File: config.mk
export PLATFORM = sky130hd
export DESIGN_NAME = flit_injector
export DESIGN_NICKNAME = d
export VERILOG_FILES = /design/src/rtl/flit_injector_pkg.sv /design/src/rtl/noc_params.sv /design/src/rtl/flit_injector_vc_picker.sv /design/src/rtl/flit_injector.sv
export SDC_FILE = /design/constraint.sdc
export NUM_CORES = 1
export LEC_CHECK = 0
export CORE_UTILIZATION = 43
export CTS_BUF_LIST = sky130_fd_sc_hd__clkbuf_8
export DETAILED_ROUTE_END_ITERATION = 6
export PLACE_DENSITY = 0.78
export RECOVER_POWER = 50
export SYNTH_ARGS = -nofsm -noshare
export SYNTH_HDL_FRONTEND = slang
export SYNTH_SLANG_ARGS = --single-unit
File: constraint.sdc
create_clock -name clk -period 1.5 [get_ports clk]
set_input_delay 0.15 -clock clk [delete_from_list [all_inputs] [get_ports clk]]
set_output_delay 0.15 -clock clk [all_outputs]
set_load 0.03 [all_outputs]
File: src/rtl/flit_injector_pkg.sv
// -----------------------------------------------------------------------------
// flit_injector_pkg -- local types of the flit injector.
// Holds only the injector FSM state encoding; every NoC-wide type and width
// comes from noc_params.
// -----------------------------------------------------------------------------
package flit_injector_pkg;

    typedef enum logic [1:0] {
        ST_IDLE    = 2'b00,
        ST_ALLOC   = 2'b01,
        ST_HEAD    = 2'b10,
        ST_PAYLOAD = 2'b11
    } inj_state_t;

endpackage

File: src/rtl/noc_params.sv
// -----------------------------------------------------------------------------
// noc_params -- shared NoC parameters and flit types.
// Provides the virtual-channel count, the address, payload and data widths,
// the flit label enum and the packed flit_t structure used at router ports.
// Head flits carry the destination and the head payload; body and tail flits
// carry a raw payload of the same width.
// -----------------------------------------------------------------------------
package noc_params;

    localparam int VC_NUM            = 4;
    localparam int VC_SIZE           = (VC_NUM > 1) ? $clog2(VC_NUM) : 1;
    localparam int DEST_ADDR_SIZE_X  = 4;
    localparam int DEST_ADDR_SIZE_Y  = 4;
    localparam int HEAD_PAYLOAD_SIZE = 16;
    localparam int FLIT_DATA_SIZE    = DEST_ADDR_SIZE_X + DEST_ADDR_SIZE_Y + HEAD_PAYLOAD_SIZE;

    typedef enum logic [1:0] {
        HEAD     = 2'b00,
        BODY     = 2'b01,
        TAIL     = 2'b10,
        HEADTAIL = 2'b11
    } flit_label_t;

    typedef struct packed {
        logic [DEST_ADDR_SIZE_X-1:0]  x_dest;
        logic [DEST_ADDR_SIZE_Y-1:0]  y_dest;
        logic [HEAD_PAYLOAD_SIZE-1:0] head_pl;
    } head_data_t;

    typedef union packed {
        head_data_t                head_data;
        logic [FLIT_DATA_SIZE-1:0] bt_pl;
    } flit_data_t;

    typedef struct packed {
        flit_label_t        flit_label;
        logic [VC_SIZE-1:0] vc_id;
        flit_data_t         data;
    } flit_t;

endpackage

File: src/rtl/flit_injector_vc_picker.sv
// -----------------------------------------------------------------------------
// vc_picker -- combinational virtual-channel selector.
// Searches the allocatable mask starting at start_ptr_i and wrapping modulo
// VC_NUM; the first set bit found is granted.
// Ports:
//   alloc_mask_i   in  VC_NUM   per-VC "free for a new packet"
//   start_ptr_i    in  VC_SIZE  index the search starts from
//   grant_o        out VC_NUM   one-hot grant (all zero when nothing is free)
//   grant_valid_o  out 1        at least one VC was granted
// -----------------------------------------------------------------------------
module vc_picker
    import noc_params::*;
(
    input  logic [VC_NUM-1:0]  alloc_mask_i,
    input  logic [VC_SIZE-1:0] start_ptr_i,
    output logic [VC_NUM-1:0]  grant_o,
    output logic               grant_valid_o
);

    logic [VC_SIZE-1:0] w_idx;

    // Rotating first-set search over the allocatable mask
    always_comb begin
        grant_o       = '0;
        grant_valid_o = 1'b0;
        w_idx         = '0;
        for (int k = 0; k < VC_NUM; k++) begin
            w_idx = VC_SIZE'((int'(start_ptr_i) + k) % VC_NUM);
            if (!grant_valid_o && alloc_mask_i[w_idx]) begin
                grant_o[w_idx] = 1'b1;
                grant_valid_o  = 1'b1;
            end else begin
                grant_valid_o  = grant_valid_o;
            end
        end
    end

endmodule

File: src/rtl/flit_injector.sv
// -----------------------------------------------------------------------------
// flit_injector -- turns packet requests from a core into a flit stream for a
// router input port.
// A request (destination, head payload, length) is accepted in IDLE, a free
// virtual channel is allocated, the head flit is sent, then body/tail flits
// are taken from the payload stream. Flits are only issued while the
// downstream on/off credit of the chosen VC is high; the VC is held for the
// whole packet.
// Ports:
//   clk, rst                         clock, asynchronous active-low reset
//   pkt_valid_i / pkt_ready_o        packet request handshake
//   pkt_dest_x_i, pkt_dest_y_i       destination coordinates
//   pkt_head_pl_i                    head-flit payload
//   pkt_len_i                        packet length in flits (0 -> 1, clamped)
//   pld_valid_i/pld_ready_o/pld_data_i  body/tail payload stream
//   data_o, is_valid_o               registered flit output
//   is_on_off_i, is_allocatable_i    per-VC downstream status
// Configuration macro:
//   FLIT_INJECTOR_RR_VC_EN  defined: round-robin VC choice starting after the
//                           last granted VC; undefined: lowest free VC wins.
// -----------------------------------------------------------------------------
module flit_injector
    import noc_params::*;
    import flit_injector_pkg::*;
#(
    parameter int MAX_PKT_FLITS = 8,
    parameter int LEN_W         = $clog2(MAX_PKT_FLITS) + 1
) (
    input  logic                         clk,
    input  logic                         rst,
    input  logic                         pkt_valid_i,
    output logic                         pkt_ready_o,
    input  logic [DEST_ADDR_SIZE_X-1:0]  pkt_dest_x_i,
    input  logic [DEST_ADDR_SIZE_Y-1:0]  pkt_dest_y_i,
    input  logic [HEAD_PAYLOAD_SIZE-1:0] pkt_head_pl_i,
    input  logic [LEN_W-1:0]             pkt_len_i,
    input  logic                         pld_valid_i,
    output logic                         pld_ready_o,
    input  logic [FLIT_DATA_SIZE-1:0]    pld_data_i,
    output flit_t                        data_o,
    output logic                         is_valid_o,
    input  logic [VC_NUM-1:0]            is_on_off_i,
    input  logic [VC_NUM-1:0]            is_allocatable_i
);

    // Zero-length requests become single-flit packets; oversize ones are clamped
    function automatic logic [LEN_W-1:0] clamp_len(input logic [LEN_W-1:0] len_in);
        logic [LEN_W-1:0] v;
        if (len_in == '0) begin
            v = LEN_W'(1);
        end else if (len_in > LEN_W'(MAX_PKT_FLITS)) begin
            v = LEN_W'(MAX_PKT_FLITS);
        end else begin
            v = len_in;
        end
        return v;
    endfunction

    inj_state_t                   r_state;
    logic [DEST_ADDR_SIZE_X-1:0]  r_dest_x;
    logic [DEST_ADDR_SIZE_Y-1:0]  r_dest_y;
    logic [HEAD_PAYLOAD_SIZE-1:0] r_head_pl;
    logic [LEN_W-1:0]             r_len;
    logic [LEN_W-1:0]             r_cnt;
    logic [VC_SIZE-1:0]           r_cur_vc;
    flit_t                        r_data;
    logic                         r_valid;

    logic [VC_SIZE-1:0]           w_start_ptr;
    logic [VC_NUM-1:0]            w_grant;
    logic                         w_grant_valid;
    logic [VC_SIZE-1:0]           w_grant_idx;
    logic                         w_on;
    flit_t                        w_head_flit;
    flit_t                        w_pld_flit;

`ifdef FLIT_INJECTOR_RR_VC_EN
    logic [VC_SIZE-1:0]           r_rr_ptr;
    logic [VC_SIZE-1:0]           w_rr_next;

    assign w_start_ptr = r_rr_ptr;
    assign w_rr_next   = (w_grant_idx == VC_SIZE'(VC_NUM - 1)) ? '0 : w_grant_idx + VC_SIZE'(1);

    // Round-robin pointer: next search starts one past the VC just granted
    always_ff @(posedge clk or negedge rst) begin
        if (!rst) begin
            r_rr_ptr <= '0;
        end else if (r_state == ST_ALLOC && w_grant_valid) begin
            r_rr_ptr <= w_rr_next;
        end else begin
            r_rr_ptr <= r_rr_ptr;
        end
    end
`else
    assign w_start_ptr = '0;
`endif

    vc_picker u_vc_picker (
        .alloc_mask_i  (is_allocatable_i),
        .start_ptr_i   (w_start_ptr),
        .grant_o       (w_grant),
        .grant_valid_o (w_grant_valid)
    );

    // One-hot grant to VC index
    always_comb begin
        w_grant_idx = '0;
        for (int v = 0; v < VC_NUM; v++) begin
            if (w_grant[v]) begin
                w_grant_idx = VC_SIZE'(v);
            end else begin
                w_grant_idx = w_grant_idx;
            end
        end
    end

    assign w_on = is_on_off_i[r_cur_vc];

    // Candidate head and payload flits for the current packet
    always_comb begin
        w_head_flit                        = '0;
        w_head_flit.flit_label             = (r_len == LEN_W'(1)) ? HEADTAIL : HEAD;
        w_head_flit.vc_id                  = r_cur_vc;
        w_head_flit.data.head_data.x_dest  = r_dest_x;
        w_head_flit.data.head_data.y_dest  = r_dest_y;
        w_head_flit.data.head_data.head_pl = r_head_pl;

        w_pld_flit                         = '0;
        w_pld_flit.flit_label              = (r_cnt == LEN_W'(1)) ? TAIL : BODY;
        w_pld_flit.vc_id                   = r_cur_vc;
        w_pld_flit.data.bt_pl              = pld_data_i;
    end

    // Injector FSM with registered flit output
    always_ff @(posedge clk or negedge rst) begin
        if (!rst) begin
            r_state   <= ST_IDLE;
            r_dest_x  <= '0;
            r_dest_y  <= '0;
            r_head_pl <= '0;
            r_len     <= '0;
            r_cnt     <= '0;
            r_cur_vc  <= '0;
            r_data    <= '0;
            r_valid   <= 1'b0;
        end else begin
            r_valid <= 1'b0;
            case (r_state)
                ST_IDLE: begin
                    if (pkt_valid_i) begin
                        r_dest_x  <= pkt_dest_x_i;
                        r_dest_y  <= pkt_dest_y_i;
                        r_head_pl <= pkt_head_pl_i;
                        r_len     <= clamp_len(pkt_len_i);
                        r_state   <= ST_ALLOC;
                    end
                end
                ST_ALLOC: begin
                    if (w_grant_valid) begin
                        r_cur_vc <= w_grant_idx;
                        r_state  <= ST_HEAD;
                    end
                end
                ST_HEAD: begin
                    if (w_on) begin
                        r_data  <= w_head_flit;
                        r_valid <= 1'b1;
                        r_cnt   <= r_len - LEN_W'(1);
                        r_state <= (r_len == LEN_W'(1)) ? ST_IDLE : ST_PAYLOAD;
                    end
                end
                ST_PAYLOAD: begin
                    if (w_on && pld_valid_i) begin
                        r_data  <= w_pld_flit;
                        r_valid <= 1'b1;
                        r_cnt   <= r_cnt - LEN_W'(1);
                        if (r_cnt == LEN_W'(1)) begin
                            r_state <= ST_IDLE;
                        end
                    end
                end
                default: begin
                    r_state <= ST_IDLE;
                end
            endcase
        end
    end

    // Ready signals must react in the same cycle the credit changes, so they
    // are decoded from registered state rather than registered themselves.
    assign pkt_ready_o = rst && (r_state == ST_IDLE);
    assign pld_ready_o = (r_state == ST_PAYLOAD) && w_on;
    assign data_o      = r_data;
    assign is_valid_o  = r_valid;

endmodule

After elaboration in Yosys (flattened, before gate mapping)
Cells that the tools add are included.
{ "word_totals": {"register_bits": 65, "wordCells": 74} }
{ "classes": {"n_addsub": 2, "n_lt_le_gt_ge": 2, "n_eq_ne": 10, "muxes": 33, "reduce_logical": 16} }
{ "op_table": {"columns": ["cell", "count"], "rows": [
  ["$mux 28", 2],
  ["$pmux 28 s2", 1],
  ["$mux 2", 11],
  ["$mux 4", 5],
  ["$mux 1", 9],
  ["$eq 4x1->1 const B", 2],
  ["$ne 2x2->1 const B", 4],
  ["$pmux 2 s4", 1],
  ["$pmux 4 s2", 1],
  ["$sub 4x1->4 const B", 2],
  ["$logic_and 1x1->1", 6],
  ["$reduce_and 5->1", 1],
  ["$eq 2x2->1 const B", 2],
  ["$gt 4x4->1 const B", 1],
  ["$logic_not 4->1", 1],
  ["$reduce_and 2->1", 2],
  ["$logic_not 1->1", 3],
  ["$lt 2x3->1 const B", 1],
  ["$mux 3", 1],
  ["$reduce_and 3->1", 1],
  ["$bmux 1 s2", 1],
  ["$eq 2x1->1 const B", 1],
  ["$logic_not 2->1", 1],
  ["$ne 2x1->1 const B", 1],
  ["other kinds (2)", 2]
]} }

Depth between registers and ports, before layout
Gate-level depths: netlist of run 1.
{ "logic_depth": {"depth_word": 13, "mapped_depth": 8, "depth_no_buf": 6} }

Modules after synthesis
A second synthesis of run 1 with hierarchy kept.
{ "hier_totals": {"hier_cells": 323, "area_unflattened_um2": 3482.1} }
{ "by_module_without_submodules": {"columns": ["module", "n_inst", "cells_per_inst", "area_per_inst_um2"], "rows": [
  ["flit_injector", 1, 261, 2987.9],
  ["vc_picker", 1, 62, 494.2]
]} }

Worst setup path before layout of run 1
No wires, ideal clock.
{ "synth_path": {"path_kind": "flip-flop to flip-flop", "startpoint": "register r_state[1]", "endpoint": "register r_dest_x[0]", "setup_time_ns": 0.125, "t_arrival_ns": 1.355, "setup_slack_ns": 0.021, "stages_incl_launch_ff": 5, "path_buffers": 2, "path_cell_list": "dfrtp_1 buf_2 nor3b_2 buf_2 mux2_2"} }
{ "synth_between": {"elab_chain_cells": 2} }
{ "synth_rtl": {"columns": ["item", "line", "rtl"], "rows": [
  ["start: declaration", "flit_injector.sv:59", "inj_state_t r_state;"],
  ["start signal: assignment", "flit_injector.sv:169", "r_state <= (r_len == LEN_W'(1)) ? ST_IDLE : ST_PAYLOAD;"],
  ["$logic_not 2->1", "flit_injector.sv:148", "case (r_state)"],
  ["$reduce_and 2->1 (no source line)", null, null],
  ["end signal: assignment", "flit_injector.sv:151", "r_dest_x <= pkt_dest_x_i;"],
  ["end: declaration", "flit_injector.sv:60", "logic [DEST_ADDR_SIZE_X-1:0] r_dest_x;"]
]} }
No other way between the ends.
A chain may end at the register's enable or synchronous reset.

Final worst setup path of run 1
{ "layout_path": {"startpoint": "register r_cur_vc[1]", "endpoint": "output port pld_ready_o"} }
{ "layout_between": {"elab_chain_cells": 3} }
{ "layout_rtl": {"columns": ["item", "line", "rtl"], "rows": [
  ["start: declaration", "flit_injector.sv:65", "logic [VC_SIZE-1:0] r_cur_vc;"],
  ["start signal: assignment", "flit_injector.sv:160", "r_cur_vc <= w_grant_idx;"],
  ["$bmux 1 s2", "flit_injector.sv:117", "assign w_on = is_on_off_i[r_cur_vc];"],
  ["$mux 1 (not written as such)", "flit_injector.sv:117", null],
  ["$logic_and 1x1->1", "flit_injector.sv:192", "assign pld_ready_o = (r_state == ST_PAYLOAD) && w_on;"],
  ["end: declaration", "flit_injector.sv:38", "output logic pld_ready_o,"]
]} }
No other way between the ends. The select of a mux whose other input is x is not followed.

==> flow_summary_export.csv, run 1 <==
group,metric,value,unit
detailed_routing,viasPerCell,5.36,
clock_network,clk_pin_slew,0.07,ns
clock_network,cts_sinks,65,
final_layout,fill_cells,514,
detailed_routing,drt_iter0_drc,168,
status,violations,"setup timing",
synthesis,netlist.area_leader.share,54.3,%
timing,worstMarginPinSlew,0.872,ns
floorplan,rows,30,
timing,setup_tns,-1.78,ns
global_route,grt-ovfl-total,0,
final_layout,num-nets-final,489,
worst_setup_path,end_kind,"output pin",
placed_design,place_ws,-0.203,ns
worst_setup_path,worstSetupPathType,"flip-flop to output pin",
synthesis,synth_edf_count,0,
min_path,hp-class,"input port to flip-flop",
final_layout,final_cell_mix,"dfrtp_1, clkdlybuf4s50_1, nand2_1",
clock_network,cts_root_buffer,"clkbuf_8",
timing,fmax,619,MHz
timing,min_period_over_period,108,%
synthesis,synthFlopType,"dfrtp_1",
detailed_routing,ant_nets,0,
synthesis,ys_seq_elements,65,
final_layout,final_cells,505,
placed_design,port_buffers,94,
final_layout,syn2layout_area_growth,61.3,%
synthesis,synth_cells,289,
synthesis,syn-cell-area,0.00300,sq mm
run,maxCapViolations,0,
worst_setup_path,rrSetupSlack,-0.10,ns
floorplan,die_h,85.5,um
detailed_routing,drc,0,
floorplan,io_pins,95,
synthesis,ys_seq_area_share,54.3,%
timing,hold_viol_final,0,
timing,slew_viol_final,0,
synthesis,synth.area.top_cells,"dfrtp_1, mux2_2, nand2_1, a31oi_1, a21oi_1",
worst_setup_path,crit_arrival,1.47,ns
floorplan,die_area,0.00731,sq mm
synthesis,yosysUniqueCellTypes,34,
placed_design,gp_congestion,0.830,
timing,fin_ws,-0.115,ns
power_and_ir_drop,powerDensity,2310,mW/mm^2
power_and_ir_drop,max-vdd-ir-drop,1.14,mV
timing,min_period,1.62,ns
timing,setup_viol,33,
placed_design,dp_cells,472,
synthesis,synthArstFlopShare,100,%
global_route,track_usage,23.3,%
final_layout,drive_above_1_share,28.0,%
floorplan,start_util,44.4,%
global_route,grt_pass1_wl,13000,um
detailed_routing,num_vias,2707,
synthesis,ys_warn_count,0,
detailed_routing,avgRoutedWirePerCell,16.9,um
power_and_ir_drop,cellLeakagePower,2.16,nW
timing,max_slew_margin,41.8,%
worst_setup_path,critPathMaxFanout,3,
global_route,grt_max_degree,66,
clock_network,clk_latency,0.34,ns
synthesis,syn_area_per_cell,10.4,sq um
detailed_routing,wl,8550,um
clock_network,htree_levels,3,
timing,skew,0.00680,ns
global_route,grt_pass1_vias,2751,
final_layout,diodes,0,
synthesis,synth_fp_nets,357,
global_route,antenna_found_initial,0,
worst_setup_path,worst_setup_path_start_kind,"flip-flop",
placed_design,hpwl,5220,um
status,status,"complete, but fails checks",
detailed_routing,drt_first_pass_iters,4,
clock_network,numCtsBuffers,9,
clock_network,clockBufferDepth,2,
synthesis,yosys.area.top_type,"dfrtp_1",
floorplan,coreArea,0.00676,sq mm
clock_network,cts_tree,"built",
floorplan,fp.dieW,85.5,um
timing,rsz0062_at_grt,"true",
worst_setup_path,critical_path_required,1.35,ns
==> cell type report <==
cell class / instances / area, sq um / share of cell area [%]
multi-input combinational: 195 / 1430 / 29.5
clock buffer: 11 / 151 / 3.13
clock inverter: 4 / 43.8 / 0.906
inverter: 8 / 37.5 / 0.777
tap: 80 / 100 / 2.07
sequential: 65 / 1630 / 33.7
timing repair buffer: 142 / 1450 / 29.9
==> metrics by stage <==
step,cell area [sq um],util (%),hold slack [ns],power (mW)
finish,4830,71.5,0.370,11.2
global route,4830,71.5,0.357,11.9
CTS,4550,67.3,0.357,10.5
detailed placement,4240,62.7,0.227,8.76
global placement,4240,62.7,0.228,8.57
floorplan,3000,-,-0.146,6.43
==> cells by family after synthesis <==
| group | synth area share [%] |
|---|---|
| buffers and inverters | 4.63 |
| flip-flops | 54.3 |
| multiplexers | 11.5 |
| AND/OR/NAND/NOR | 12.7 |
| adder cells (fa/ha/maj) | 1.67 |
| XOR/XNOR | 0.585 |
| AO/OA/AOI/OAI | 14.7 |
==> worst paths after layout <==
check                                     from          end  depth (start not counted)
worst max-delay path               r_cur_vc[1]  pld_ready_o                          4
worst min-delay path            pld_data_i[21]   data_o[21]                          3
worst max register to register     r_cur_vc[1]   data_o[26]                          6
worst min register to register      data_o[27]   data_o[27]                          1
max in group asynchronous                  rst   r_state[0]                          3
min in group asynchronous                  rst     r_len[1]                          3
==> sequential cells by signal, indices dropped and copies added, names as in the netlist <==
register and flops:
r_head_pl 16, r_len 4, r_cur_vc 2, data_o 28
r_dest_x 4, r_state 2, r_dest_y 4, r_cnt 4
is_valid_o 1
==> worst max-delay path: stages, from the launching register on <==
cell and delay, ns:
dfrtp_2 0.41, mux2i_2 0.27, mux2i_1 0.13, and2_1 0.18, buf_6 0.14
==> power breakdown <==
part | total [mW] | internal, mW | switching [mW] | leakage, nW
Clock | 1.49 | 0.838 | 0.653 | 0.106
Combinational | 6.44 | 3.08 | 3.36 | 1.29
Sequential | 3.26 | 2.67 | 0.591 | 0.762
Total | 11.2 | 6.58 | 4.60 | 2.16
==> per-layer routing <==
layer  GRT usage (%)  vias to the layer above  routed length (um)
li1                -                     1279                   -
met3            4.67                       10                 359
met1            28.5                     1339                3610
met2            39.9                       79                4460
met4            10.5                        0                 121
met5               0                        -                   0
==> cells in the mapped netlist (2+ instances only) <==
cell and n:
dfrtp_1 65, nand2_1 54, a21oi_1 30, mux2_2 27, a31oi_1 26, buf_2 12, nor2_1 10, o21ai_0 8
inv_1 7, clkbuf_1 5, ha_1 4, mux2i_1 4, nand2b_1 3, nor3b_1 3, a22o_1 2, and2_1 2
buf_1 2, buf_6 2, nand3_1 2, nand3b_1 2, nor3_1 2, nor3b_2 2, o22a_1 2, o22ai_1 2
xor2_1 2
==> repair_timing <==
action	in CTS	in global routing
buffers inserted	6	5
pin swaps	5	17
hold endpoints to repair	65	0
resized for setup	48	45
hold buffers	1	0
gates cloned	1	5
setup endpoints to repair	62	61
No activity file was read; power rests on OpenSTA's default activity.
==> run 2: changes to the inputs <==
--- a/config.mk
+++ b/config.mk
@@ -8,6 +8,7 @@
 export CORE_UTILIZATION = 43
 export CTS_BUF_LIST = sky130_fd_sc_hd__clkbuf_8
 export DETAILED_ROUTE_END_ITERATION = 6
+export MAX_ROUTING_LAYER = met4
 export PLACE_DENSITY = 0.78
 export RECOVER_POWER = 50
 export SYNTH_ARGS = -nofsm -noshare
==> run 2 against run 1 <==
Net effect: the run still ends with setup timing left; clock skew down 0.0033 ns; wire length up 0.28%; sequential cell count unchanged; final cell count unchanged; clock power about the same; count of clock-buffer cells in the layout unchanged; via count up 1.6%; register-to-register slack about the same; highest routed layer unchanged.
==> flow_summary_export.csv, run 2 (synthesis results as in run 1) <==
group,metric,value,unit
worst_setup_path,crit_arrival,1.46,ns
clock_network,cts_sinks,65,
floorplan,io_pins,95,
final_layout,syn2layout_area_growth,61.3,%
detailed_routing,num_vias,2751,
timing,fin_ws,-0.113,ns
worst_setup_path,rr_startpoint,"r_cur_vc[1]",
min_path,min_path_cells,3,
timing,min_period_over_period,108,%
status,violations,"setup timing",
power_and_ir_drop,powerDensity,2320,mW/mm^2
global_route,grt_pass1_wl,13000,um
placed_design,port_buffers,94,
floorplan,die_h,85.5,um
detailed_routing,wl,8580,um
timing,slew_viol_final,0,
clock_network,numCtsBuffers,9,
timing,fmax,620,MHz
final_layout,num-nets-final,489,
worst_setup_path,crit_start,"r_cur_vc[1]",
worst_setup_path,worstSetupPathType,"flip-flop to output pin",
global_route,grt_pass1_vias,2752,
min_path,worstHoldStart,"pld_data_i[19]",
worst_setup_path,end_kind,"output pin",
timing,setup_viol,32,
final_layout,largest_reg_flops,28,
detailed_routing,drt_iter0_drc,184,
clock_network,clk_latency,0.34,ns
clock_network,htree_levels,3,
detailed_routing,drt_first_pass_iters,4,
global_route,track_usage,24.0,%
timing,min_period,1.61,ns
clock_network,cts_tree,"built",
global_route,antenna_found_initial,0,
timing,skew,0.00352,ns
clock_network,cts_root_buffer,"clkbuf_8",
global_route,grt_max_degree,66,
final_layout,diodes,0,
placed_design,gp_congestion,0.843,
final_layout,final_cell_mix,"dfrtp_1, clkdlybuf4s50_1, nand2_1",
power_and_ir_drop,cellLeakagePower,2.16,nW
clock_network,clk_pin_slew,0.07,ns
clock_network,clockBufferDepth,2,
detailed_routing,drc,0,
detailed_routing,ant_nets,0,
placed_design,hpwl,5220,um
worst_setup_path,reg2reg_depth,7,
floorplan,start_util,44.4,%
final_layout,drive_above_1_share,28.0,%
final_layout,fin_util,71.5,%
global_route,grt-ovfl-total,0,
floorplan,rows,30,
timing,max_slew_margin,41.2,%
worst_setup_path,worst_setup_path_start_kind,"flip-flop",
timing,rsz0062_at_grt,"true",
min_path,hp-class,"input port to flip-flop",
timing,whs,0.365,ns
power_and_ir_drop,max-vdd-ir-drop,1.14,mV
timing,worstMarginPinSlew,0.883,ns
worst_setup_path,critPathMaxFanout,3,
status,status,"complete, but fails checks",
detailed_routing,avgRoutedWirePerCell,17.0,um
floorplan,coreArea,0.00676,sq mm
timing,hold_viol_final,0,
floorplan,fp.dieW,85.5,um
run,maxCapViolations,0,
detailed_routing,viasPerCell,5.45,
worst_setup_path,critical_path_required,1.35,ns
floorplan,die_area,0.00731,sq mm
[run 2: what timing repair did]
| action | 4_1_cts | 5_1_grt |
|---|---|---|
| setup endpoints to repair | 62 | 61 |
| resized for setup | 48 | 45 |
| hold buffers | 1 | 0 |
| cloned | 1 | 5 |
| endpoints found under the hold margin | 65 | 0 |
| buffers inserted | 6 | 5 |
| pin swaps | 5 | 17 |
[run 2: critical path, cell delays in order (launching register included)]
cell	delay, ns
dfrtp_2	0.41
mux2i_2	0.27
mux2i_1	0.13
and2_1	0.18
buf_6	0.14
[run 2: path summary, 6_finish.rpt]
| path | end | slack, ns |
|---|---|---|
| worst max register to register | data_o[12] | -0.10 |
| worst min-delay path | data_o[19] | 0.37 |
| worst max-delay path | pld_ready_o | -0.11 |
| max in group asynchronous | r_state[0] | 0.24 |
| min in group asynchronous | r_cur_vc[1] | 0.65 |
| worst min register to register | data_o[27] | 0.48 |
[run 2: layout make-up]
cell class | count | area [sq um]
fill | 514 | 1920
sequential | 65 | 1630
timing repair buffer | 142 | 1450
multi-input combinational | 195 | 1430
clock buffer | 11 | 151
tap | 80 | 100
clock inverter | 4 | 43.8
inverter | 8 | 37.5
[run 2: where the power goes]
group,total (mW),internal (mW),switching [mW]
Sequential,3.25,2.67,0.588
Clock,1.50,0.837,0.658
Combinational,6.44,3.08,3.37
[run 2: routing by layer]
layer	vias to the layer above	routed length [um]	track usage, %
met1	1342	3550	28.7
li1	1279	-	-
met3	23	401	3.99
met2	107	4380	39.8
met4	0	248	10.9
met5	-	0	-
[run 2: per-stage QoR]
step,setup TNS [ns],cell area [sq um],cells,setup WS (ns),power (mW)
after detailed placement,-7.23,4240,472,-0.203,8.76
after global routing,-4.43,4830,505,-0.174,11.9
after global placement,-5.33,4240,472,-0.164,8.57
after CTS,-2.65,4550,495,-0.135,10.5
final,-1.69,4830,505,-0.113,11.2
after floorplan,0,3000,289,0.0205,6.43
==> run 3: changes to the inputs <==
--- a/config.mk
+++ b/config.mk
@@ -7,10 +7,12 @@
 export LEC_CHECK = 0
 export CORE_UTILIZATION = 43
 export CTS_BUF_LIST = sky130_fd_sc_hd__clkbuf_8
+export CTS_CLUSTER_DIAMETER = 60
 export DETAILED_ROUTE_END_ITERATION = 6
 export MAX_ROUTING_LAYER = met4
 export PLACE_DENSITY = 0.78
 export RECOVER_POWER = 50
+export REMOVE_ABC_BUFFERS = 1
 export SYNTH_ARGS = -nofsm -noshare
 export SYNTH_HDL_FRONTEND = slang
 export SYNTH_SLANG_ARGS = --single-unit
==> run 3 against run 2 <==
Net effect: the flow still finishes with violations (setup timing); power down 0.89%; first-iteration DRC count decreased by 28%; sequential share of layout area decreased by 0.17 points; global-route usage down 0.065 points; via count is 0.11% lower.
==> flow_summary_export.csv, run 3 (synthesis results as in run 1) <==
group,metric,value,unit
floorplan,fp.dieW,85.5,um
floorplan,die_area,0.00731,sq mm
floorplan,io_pins,95,
global_route,grt.met3_usage,4.38,%
timing,setup_viol,60,
floorplan,die_h,85.5,um
power_and_ir_drop,max-vdd-ir-drop,1.12,mV
placed_design,hpwl,5380,um
status,status,"complete, but fails checks",
final_layout,drive_above_1_share,28.4,%
placed_design,port_buffers,94,
timing,fmax,600,MHz
detailed_routing,drt_first_pass_iters,5,
global_route,met1_usage,28.7,%
global_route,track_usage,23.9,%
global_route,antenna_found_initial,0,
worst_setup_path,end_kind,"output pin",
worst_setup_path,slowest_stage,"dfrtp_2",
placed_design,gp_congestion,0.875,
detailed_routing,ant_nets,0,
detailed_routing,num_vias,2748,
timing,max_slew_margin,41.0,%
detailed_routing,wl,8740,um
clock_network,cts_tree,"built",
final_layout,syn2layout_area_growth,62.1,%
clock_network,numCtsBuffers,9,
worst_setup_path,critical_path_required,1.35,ns
global_route,grt_max_degree,66,
global_route,grt-ovfl-total,0,
status,violations,"setup timing",
clock_network,clk_pin_slew,0.07,ns
clock_network,clockBufferDepth,2,
detailed_routing,viasPerCell,5.46,
global_route,grt_pass1_wl,13100,um
clock_network,cts_sinks,65,
timing,slew_viol_final,0,
run,maxCapViolations,0,
clock_network,clk_latency,0.34,ns
final_layout,num-nets-final,487,
placed_design,placed_cell_area,0.00423,sq mm
final_layout,fin_area,0.00486,sq mm
final_layout,layout_commonest_cell,"clkdlybuf4s50_1",
timing,min_period,1.67,ns
worst_setup_path,max_stage_delay,0.45,ns
detailed_routing,drc,0,
worst_setup_path,worst_setup_path_start_kind,"flip-flop",
worst_setup_path,crit_buf_inv,1,
timing,whs,0.373,ns
worst_setup_path,crit_arrival,1.52,ns
detailed_routing,drt_iter0_drc,133,
floorplan,coreArea,0.00676,sq mm
worst_setup_path,cpLargestDelayFamily,"flip-flops",
clock_network,cts_root_buffer,"clkbuf_8",
detailed_routing,avgRoutedWirePerCell,17.4,um
clock_network,htree_levels,3,
power_and_ir_drop,powerDensity,2280,mW/mm^2
timing,skew,0.00650,ns
timing,worstMarginPinSlew,0.885,ns
timing,hold_viol_final,0,
final_layout,diodes,0,
final_layout,largest_reg_flops,28,
power_and_ir_drop,cellLeakagePower,2.12,nW
global_route,grt_pass1_vias,2744,
timing,rsz0062_at_grt,"true",
timing,min_period_over_period,111,%
final_layout,final_cell_mix,"clkdlybuf4s50_1, dfrtp_1, nand2_1",
global_route,use_met2,39.6,%
worst_setup_path,crit_chain,"mux2i_4 -> mux2i_1 -> and2_1 -> buf_6",
worst_setup_path,critPathMaxFanout,3,
floorplan,rows,30,
worst_setup_path,worstSetupPathType,"flip-flop to output pin",
floorplan,start_util,44.4,%
min_path,hp-class,"input port to flip-flop",
timing,fin_ws,-0.165,ns
final_layout,fill_cells,507,
global_route,busiest_layer,"met2",
run 3: path summary, 6_finish.rpt:
kind,start,end,slack [ns],depth (start not counted)
setup / recovery,r_cur_vc[1],pld_ready_o,-0.17,4
hold / removal,pld_data_i[17],data_o[17],0.37,3
setup reg to reg,r_state[0],r_dest_x[3],-0.13,3
hold reg to reg,data_o[24],data_o[24],0.50,1
max in group asynchronous,rst,r_cur_vc[1],0.27,3
min in group asynchronous,rst,r_state[1],0.62,3
run 3: worst reg2reg max path, stage by stage, from the launching register on:
cell and delay, ns:
dfrtp_2 0.45, nor3b_4 0.43, clkbuf_16 0.29, mux2_2 0.35
run 3: per-stage QoR:
| step | worst slack (ns) | total power [mW] | instances | setup TNS [ns] | utilization [%] |
|---|---|---|---|---|---|
| after CTS | -0.153 | 9.91 | 496 | -2.81 | 65.8 |
| after floorplan | -0.727 | 6.18 | 268 | -35.88 | - |
| after global routing | -0.209 | 11.8 | 503 | -7.13 | 71.9 |
| after global placement | -0.158 | 8.45 | 474 | -4.16 | 62.6 |
| after detailed placement | -0.194 | 8.65 | 474 | -5.62 | 62.6 |
| final | -0.165 | 11.1 | 503 | -3.44 | 71.9 |
run 3: timing repair:
action	CTS	global route
endpoints found under the hold margin	65	0
setup buffers	6	4
hold buffers	1	0
cloned	0	3
setup endpoints to repair	62	38
pin swaps	0	5
gates resized for setup	34	61
run 3: layer usage:
metal  vias to the layer above  wire, um  part of all wire [%]
li1                       1268         -                     -
met1                      1383      3820                    44
met2                        77      4380                    50
met3                        20       361                   4.1
met4                         0       172                   2.0
met5                         -         0                     0
run 3: where the power goes:
| part | switching (mW) | leakage [nW] | internal [mW] |
|---|---|---|---|
| Clock | 0.642 | 0.0957 | 0.717 |
| Sequential | 0.615 | 0.762 | 2.67 |
| Combinational | 3.44 | 1.26 | 3.01 |
| Total | 4.70 | 2.12 | 6.40 |
run 3: cell type report:
cell class	count	area [sq um]	share of cell area (%)
sequential	65	1630	33.6
multi-input combinational	195	1530	31.5
tap	80	100	2.06
clock buffer	12	165	3.40
inverter	8	35.0	0.721
clock inverter	3	16.3	0.335
timing repair buffer	140	1380	28.5
